--- config.mk ---
export PLATFORM = sky130hd
export DESIGN_NAME = rsa_multi_en_ctrl
export DESIGN_NICKNAME = d
export VERILOG_FILES = /design/src/rtl/rsa_multi_en_ctrl.sv
export SDC_FILE = /design/constraint.sdc
export NUM_CORES = 1
export LEC_CHECK = 0
export ABC_AREA = 0
export ABC_CLOCK_PERIOD_IN_PS = 10200
export BUFFER_PORTS_ARGS = -buffer_cell sky130_fd_sc_hd__buf_2
export CAP_MARGIN = 15
export CORE_MARGIN = 4
export CORE_UTILIZATION = 55
export DETAILED_ROUTE_END_ITERATION = 10
export PLACE_DENSITY_LB_ADDON = 0.25
export SYNTH_ARGS = -nofsm -noshare
export SYNTH_HDL_FRONTEND = slang
export SYNTH_SLANG_ARGS = --single-unit
--- constraint.sdc ---
create_clock -name clk -period 10.2 [get_ports clk]
set_input_delay 1.53 -clock clk [delete_from_list [all_inputs] [get_ports clk]]
set_output_delay 1.53 -clock clk [all_outputs]
set_load 0.005 [all_outputs]
--- src/rtl/rsa_multi_en_ctrl.sv ---
// Start/stop sequencer for NUM_UNITS independent rsa_unit channels: enable, timed reset release, eoc/timeout reporting.
// Optional interrupt block (irq_clr/irq_status/irq) is built only when RSA_CTRL_IRQ_EN is defined.
module rsa_multi_en_ctrl #(
  parameter int unsigned NUM_UNITS = 2,
  parameter int unsigned TIMEOUT_W = 16,
  parameter int unsigned RST_HOLD  = 1
) (
  input  logic                 clk,
  input  logic                 rstb,
  input  logic                 ena,
  input  logic [NUM_UNITS-1:0] gpio_start,
  input  logic [NUM_UNITS-1:0] spi_start,
  input  logic [NUM_UNITS-1:0] gpio_stop,
  input  logic [NUM_UNITS-1:0] spi_stop,
  input  logic [TIMEOUT_W-1:0] timeout_cycles,
  input  logic [NUM_UNITS-1:0] eoc_rsa_unit,
  output logic [NUM_UNITS-1:0] en_rsa,
  output logic [NUM_UNITS-1:0] rst_rsa,
  output logic [NUM_UNITS-1:0] eoc,
  output logic [NUM_UNITS-1:0] busy,
  output logic [NUM_UNITS-1:0] timeout_err
`ifdef RSA_CTRL_IRQ_EN
  ,
  input  logic [NUM_UNITS-1:0] irq_clr,
  output logic [NUM_UNITS-1:0] irq_status,
  output logic                 irq
`endif
);

  // Hold counter only needs to reach RST_HOLD-1.
  localparam int unsigned HCW = (RST_HOLD > 1) ? $clog2(RST_HOLD) : 1;

  typedef enum logic [2:0] {
    S_IDLE = 3'd0,
    S_HOLD = 3'd1,
    S_RUN  = 3'd2,
    S_DONE = 3'd3,
    S_TMO  = 3'd4
  } state_e;

  logic [NUM_UNITS-1:0] start;
  logic [NUM_UNITS-1:0] stop;
  logic                 tmo_en;
  logic [TIMEOUT_W-1:0] tmo_last;

  assign start    = gpio_start | spi_start;
  assign stop     = gpio_stop | spi_stop;
  assign tmo_en   = (timeout_cycles != '0);
  assign tmo_last = timeout_cycles - TIMEOUT_W'(1);

  for (genvar g = 0; g < NUM_UNITS; g++) begin : g_ch
    state_e               state_q, state_d;
    logic [HCW-1:0]       hold_q, hold_d;
    logic [TIMEOUT_W-1:0] run_q, run_d;

    always_comb begin
      state_d = state_q;
      hold_d  = hold_q;
      run_d   = run_q;
      case (state_q)
        S_IDLE: begin
          if (start[g] && !stop[g]) begin
            state_d = S_HOLD;
            hold_d  = '0;
          end
        end
        S_HOLD: begin
          if (stop[g]) begin
            state_d = S_IDLE;
          end else if (hold_q == HCW'(RST_HOLD - 1)) begin
            state_d = S_RUN;
            run_d   = '0;
          end else begin
            hold_d = hold_q + HCW'(1);
          end
        end
        S_RUN: begin
          // Priority: abort, then completion, then timeout; counter saturates.
          if (stop[g]) begin
            state_d = S_IDLE;
          end else if (eoc_rsa_unit[g]) begin
            state_d = S_DONE;
          end else if (tmo_en && (run_q == tmo_last)) begin
            state_d = S_TMO;
          end else if (run_q != '1) begin
            run_d = run_q + TIMEOUT_W'(1);
          end
        end
        S_DONE:  state_d = S_IDLE;
        S_TMO:   state_d = S_IDLE;
        default: state_d = S_IDLE;
      endcase
    end

    always_ff @(posedge clk) begin
      if (!rstb) begin
        state_q <= S_IDLE;
        hold_q  <= '0;
        run_q   <= '0;
      end else if (ena) begin
        state_q <= state_d;
        hold_q  <= hold_d;
        run_q   <= run_d;
      end
    end

    assign en_rsa[g]      = (state_q == S_HOLD) || (state_q == S_RUN) || (state_q == S_DONE);
    assign rst_rsa[g]     = (state_q == S_RUN) || (state_q == S_DONE);
    assign eoc[g]         = (state_q == S_DONE);
    assign busy[g]        = (state_q != S_IDLE);
    assign timeout_err[g] = (state_q == S_TMO);

`ifdef RSA_CTRL_IRQ_EN
    logic irq_q;
    logic irq_set;

    assign irq_set = ena && ((state_d == S_DONE) || (state_d == S_TMO));

    always_ff @(posedge clk) begin
      if (!rstb) begin
        irq_q <= 1'b0;
      end else if (irq_set) begin
        irq_q <= 1'b1;
      end else if (ena && irq_clr[g]) begin
        irq_q <= 1'b0;
      end
    end

    assign irq_status[g] = irq_q;
`endif
  end

`ifdef RSA_CTRL_IRQ_EN
  assign irq = |irq_status;
`endif

endmodule

==> results of run 1 <==
==> flip-flops by register name (all words and copies together) (netlist names) <==
signal	cells
g_ch.run_q	32
g_ch.state_q	6
==> critical path, delay by kind of cell <==
family / cells / cell delay (ns)
adders and majority gates: 1 / 0.22
AOI/OAI and AO/OA: 3 / 0.59
buffers and inverters: 2 / 0.24
and+or+nand+nor: 5 / 2.00
==> synthesized netlist by cell type, drive strengths merged, types with 6 or more instances <==
| library cell | instances |
|---|---|
| o21ai | 13 |
| nand3 | 23 |
| nand4 | 16 |
| clkbuf | 18 |
| nor2 | 27 |
| or4 | 16 |
| o31ai | 10 |
| and2 | 9 |
| or3 | 13 |
| nor4 | 17 |
| nor3 | 13 |
| buf | 9 |
| nand2 | 28 |
| dfxtp | 38 |
| inv | 11 |
| and4 | 7 |
| a31oi | 8 |
| xor2 | 8 |
| o21a | 6 |
| a21oi | 16 |
| o211ai | 8 |
| nor2b | 6 |
| xnor2 | 35 |
==> power groups by stage <==
stage | Clock (mW) | Combinational, mW | Sequential, mW
detailed placement | 0 | 0.0495 | 0.153
global route | 0.117 | 0.0559 | 0.150
global placement | 0 | 0.0491 | 0.153
floorplan | 0 | 0.0348 | 0.153
CTS | 0.111 | 0.0500 | 0.150
finish | 0.109 | 0.0509 | 0.150
==> routing by layer <==
metal  wire (microns)  up-vias  track usage, %  part of all wire (%)
met1             3950     1539            34.6                    46
met4              141        0            5.90                   1.7
met5                0        -               0                     0
met3              713       16            3.55                   8.4
li1                 -     1599               -                     -
met2             3730      176            36.1                    44
==> cell type report <==
| cell class | count | area share, % |
|---|---|---|
| tap | 72 | 2.54 |
| timing repair buffer | 40 | 5.79 |
| inverter | 11 | 1.16 |
| sequential | 38 | 21.5 |
| clock inverter | 1 | 0.141 |
| clock buffer | 7 | 2.43 |
| multi-input combinational | 337 | 66.5 |
==> final timing paths <==
kind                                        start                  to  slack [ns]
worst max-delay path            timeout_cycles[0]  g_ch[0].state_q[1]        5.81
worst min-delay path             g_ch[1].run_q[9]    g_ch[1].run_q[9]        0.51
worst max register to register   g_ch[0].run_q[3]    g_ch[0].run_q[8]        7.16
worst min register to register   g_ch[1].run_q[9]    g_ch[1].run_q[9]        0.51
==> metrics by stage <==
stage               setup slack [ns]  instances
finish                          5.81        506
CTS                             5.84        506
global route                    5.51        506
floorplan                       5.96        413
detailed placement              5.53        498
global placement                5.69        498
==> logic make-up after synthesis <==
| kind of cell | count (synthesis) |
|---|---|
| AO/OA/AOI/OAI | 81 |
| XOR/XNOR | 46 |
| adder cells (fa/ha/maj) | 4 |
| buffers and inverters | 38 |
| flip-flops | 38 |
| multiplexers | 2 |
| AND/OR/NAND/NOR | 204 |
==> results.json, run 1 <==
{
  "intPower_mw": 0.224,
  "power_mw": 0.310,
  "setup_violations": 0,
  "grt_pass1_vias": 2934,
  "rsz0062_at_grt": "no",
  "synth-simple-area-share_pct": 37.6,
  "min_path_type": "flip-flop to flip-flop",
  "final_core_util_pct": 62.5,
  "p_leak_nw": 1.24,
  "place_congestion": 0.917,
  "cp-start-kind": "primary input",
  "seqPwrFrac_pct": 48.5,
  "fin_crit_ns": 4.39,
  "fmax_mhz": 228,
  "grt_antenna_before_repair": 0,
  "synth_nets": 446,
  "required_ns": 10.37,
  "hold_viol_final": 0,
  "grt_overflow": 0,
  "via_per_inst": 6.58,
  "switchingPower_mw": 0.0861,
  "power_frac_clock_pct": 35.1,
  "routed_wl_microns": 8530,
  "crit_chain": "buf_2 -> inv_1 -> ha_1 -> or3b_1 -> or4b_1 -> a31oi_1 -> nand4b_1 -> nor4_2 -> nor2_1 -> a311oi_1 -> o22ai_1",
  "critical_path_class": "primary input to flip-flop",
  "grt_use_total_pct": 23.6,
  "first_pass_iters": 6,
  "postRouteAntennaNets": 0,
  "synthFlopType": "dfxtp_1",
  "synth_cell_types": 70,
  "rows": 27,
  "synth_fa_ha_area_share_pct": 1.51,
  "cts_buffers": 5,
  "multi_input_area_sq_um": 2360,
  "grt_max_degree": 28,
  "synth_seq_cells": 38,
  "reg2reg_depth": 10,
  "power_density_nw_per_um2": 87.3,
  "clock_skew_ns": 0.00751,
  "postCtsHoldBufs": 0,
  "crit_arrival_ns": 4.56,
  "nets": 466,
  "io_pins": 39,
  "yosys.area.top_type": "dfxtp_1",
  "final_cell_mix": "dfxtp_1 (38), buf_2 (38), xnor2_1 (35)",
  "routedWlPerCell_microns": 16.9,
  "synth_compound_area_share_pct": 18.1,
  "synthXorXnorAreaFrac_pct": 13.4,
  "dieArea_sq_um": 7310,
  "grt_pass1_wl_microns": 14300,
  "design_area_sq_um": 3550,
  "ys_seq_area_share_pct": 23.0,
  "yosysTopAreaCellShare_pct": 23.0,
  "synth_area_per_cell_sq_um": 8.00,
  "initial_core_util_pct": 58.2,
  "syn_area_sq_um": 3300,
  "combPwrFrac_pct": 16.4,
  "vdd_ir_drop_max_uv": 59.2,
  "p_sw_share_pct": 27.8,
  "post_cts_buffers": 0,
  "status": "finished clean",
  "yosysWarnings": 0,
  "synthMuxAreaShare_pct": 0.682,
  "htree_num_levels": 2,
  "fp.dieH_microns": 85.5,
  "async_flop_share_pct": 0,
  "slowest_stage": "nor4_2",
  "area_growth_pct": 7.31,
  "relSlewSlack_pct": 48.7,
  "drtIter0Drc": 467,
  "cts.repair.resized": 0,
  "place_area_sq_um": 3450,
  "drc": 0,
  "tritoncts": "done",
  "design.core.area_sq_um": 5680,
  "clk_latency_ns": 0.29,
  "clock-sinks": 38,
  "synth_top_family_by_area": "simple AND/OR/NAND/NOR gates",
  "synthCells": 413,
  "layout-drive-gt1-share_pct": 16.1,
  "worst_pin_slew_ns": 0.763,
  "post-route-period-util_pct": 43.1,
  "final-seq-area_sq_um": 761,
  "maxCapViolCount": 0,
  "clk_pin_slew_worst_paths_ns": 0.08,
  "die_w_microns": 85.5,
  "cpPeakStageDelay_ns": 0.69,
  "cts_buffer_depth": 2,
  "hpwl_microns": 6350,
  "io_buffer_count": 38,
  "holdWs_ns": 0.515,
  "final.fill_count": 516,
  "hold_depth": 2,
  "num_vias": 3330,
  "cts-root-buf": "clkbuf_8",
  "path_max_fanout": 8,
  "setup_tns_ns": 0,
  "slew_violations": 0,
  "n_antenna_cell": 0,
  "crit_path_end_kind": "flip-flop",
  "synth-edff-count": 0,
  "ys_top_cells_by_area": "dfxtp_1 (23%), xnor2_1 (9.3%), nand3_1 (3.5%)"
}
No activity file was read; power rests on OpenSTA's default activity.
==> inputs of run 2 (changes only) <==
- ABC_CLOCK_PERIOD_IN_PS: 10200 -> 3900
- CORE_UTILIZATION: 55 -> 54
- clock period: 10.2 -> 3.9 ns (I/O delays scaled with it)
==> results.json, run 2 (synthesized netlist as in run 1, its figures left out) <==
{
  "crit_path_end_kind": "flip-flop",
  "rsz0062_at_grt": "no",
  "routed_wl_microns": 8600,
  "crit_arrival_ns": 3.48,
  "cts_buffer_depth": 2,
  "tritoncts": "done",
  "area_growth_pct": 8.10,
  "use_met2_pct": 38.9,
  "p_leak_nw": 1.26,
  "clock-sinks": 38,
  "grt_use_total_pct": 23.9,
  "hold_viol_final": 0,
  "largest_register_ffs": 32,
  "die_w_microns": 86.2,
  "slew_violations": 0,
  "postCtsHoldBufs": 0,
  "cts_buffers": 5,
  "htree_num_levels": 2,
  "grt_max_degree": 28,
  "required_ns": 4.06,
  "grt_antenna_before_repair": 0,
  "setup_tns_ns": 0,
  "min_path_type": "flip-flop to flip-flop",
  "io_buffer_count": 38,
  "final_cell_mix": "dfxtp_1 (38), buf_2 (38), xnor2_1 (35)",
  "routedWlPerCell_microns": 16.8,
  "status": "finished clean",
  "worst_pin_slew_ns": 0.580,
  "initial_core_util_pct": 55.8,
  "clock_skew_ns": 0.00743,
  "power_mw": 0.783,
  "via_per_inst": 6.53,
  "dieArea_sq_um": 7430,
  "fin_crit_ns": 3.32,
  "nets": 471,
  "fmax_mhz": 301,
  "postRouteAntennaNets": 0,
  "use_met3_pct": 4.28,
  "use_met1_pct": 32.8,
  "first_pass_iters": 5,
  "design.core.area_sq_um": 5920,
  "n_antenna_cell": 0,
  "grt_overflow": 0,
  "path_max_fanout": 26,
  "cp-start-kind": "primary input",
  "power_density_nw_per_um2": 219,
  "place_congestion": 0.904,
  "grt_pass1_vias": 3085,
  "grt_pass1_wl_microns": 14500,
  "place_area_sq_um": 3500,
  "num_vias": 3348,
  "fp.dieH_microns": 86.2,
  "hpwl_microns": 6480,
  "clk_latency_ns": 0.29,
  "layout-drive-gt1-share_pct": 16.7,
  "design_area_sq_um": 3570,
  "critical_path_class": "primary input to flip-flop",
  "io_pins": 39,
  "post-route-period-util_pct": 85.2,
  "drtIter0Drc": 280,
  "rows": 28,
  "clk_pin_slew_worst_paths_ns": 0.07,
  "post_cts_buffers": 0,
  "cts-root-buf": "clkbuf_8",
  "setup_violations": 0,
  "relSlewSlack_pct": 61.0,
  "vdd_ir_drop_max_uv": 136,
  "drc": 0,
  "cts.repair.resized": 0,
  "maxCapViolCount": 0,
  "largest-register": "g_ch.run_q",
  "reg_top3": "g_ch.run_q: 32 flops, g_ch.state_q: 6 flops",
  "top_usage_layer": "met2"
}
run 2: cell count changes in the layout (fill, tap and decap cells not counted):
cell,change
buf_4,+5
clkbuf_1,+1
clkbuf_8,-1
clkinv_2,-1
run 2: worst max-delay path, stage by stage:
cell	delay (ns)
buf_2	0.15
inv_1	0.09
ha_1	0.23
nor3b_2	0.47
and4_1	0.35
o32ai_1	0.11
nor4_1	0.38
nand4b_2	0.28
o21bai_4	0.54
or3_1	0.23
a21oi_2	0.06
run 2: power breakdown:
group / total [mW] / switching, mW / leakage, nW / internal (mW)
Clock: 0.256 / 0.133 / 0.0383 / 0.123
Combinational: 0.135 / 0.0819 / 0.916 / 0.0534
Sequential: 0.392 / 0.00252 / 0.306 / 0.390
run 2: path summary, 6_finish.rpt:
path                          start          endpoint  slack [ns]  cells past startpoint
setup / recovery  timeout_cycles[0]  g_ch[1].run_q[6]        0.58                     11
hold / removal     g_ch[0].run_q[6]  g_ch[0].run_q[6]        0.50                      2
setup reg to reg   g_ch[0].run_q[3]  g_ch[0].run_q[8]        1.02                      9
hold reg to reg    g_ch[0].run_q[6]  g_ch[0].run_q[6]        0.50                      2
run 2: per-stage QoR:
step / hold WS (ns) / instances / worst slack (ns) / utilization [%]
5_1_grt: 0.534 / 513 / 0.365 / 60.3
2_1_floorplan: 0.461 / 413 / 0.607 / -
3_3_place_gp: 0.483 / 506 / 0.431 / 59.0
6_report: 0.501 / 513 / 0.578 / 60.3
3_5_place_dp: 0.488 / 506 / 0.329 / 59.0
4_1_cts: 0.499 / 513 / 0.614 / 60.3
run 2: routing by layer:
metal  vias up  wire length, microns
li1       1606                     -
met1      1586                  3860
met2       149                  4020
met3         7                   647
met4         0                    76
met5         -                     0
run 2: final cells by class:
class / instances / area [sq um]
inverters: 11 / 41.3
fillers: 561 / 2350
multi-input cells: 337 / 2360
well taps: 75 / 93.8
flip-flops and latches: 38 / 761
clock buffers: 7 / 76.3
repair buffers: 45 / 243
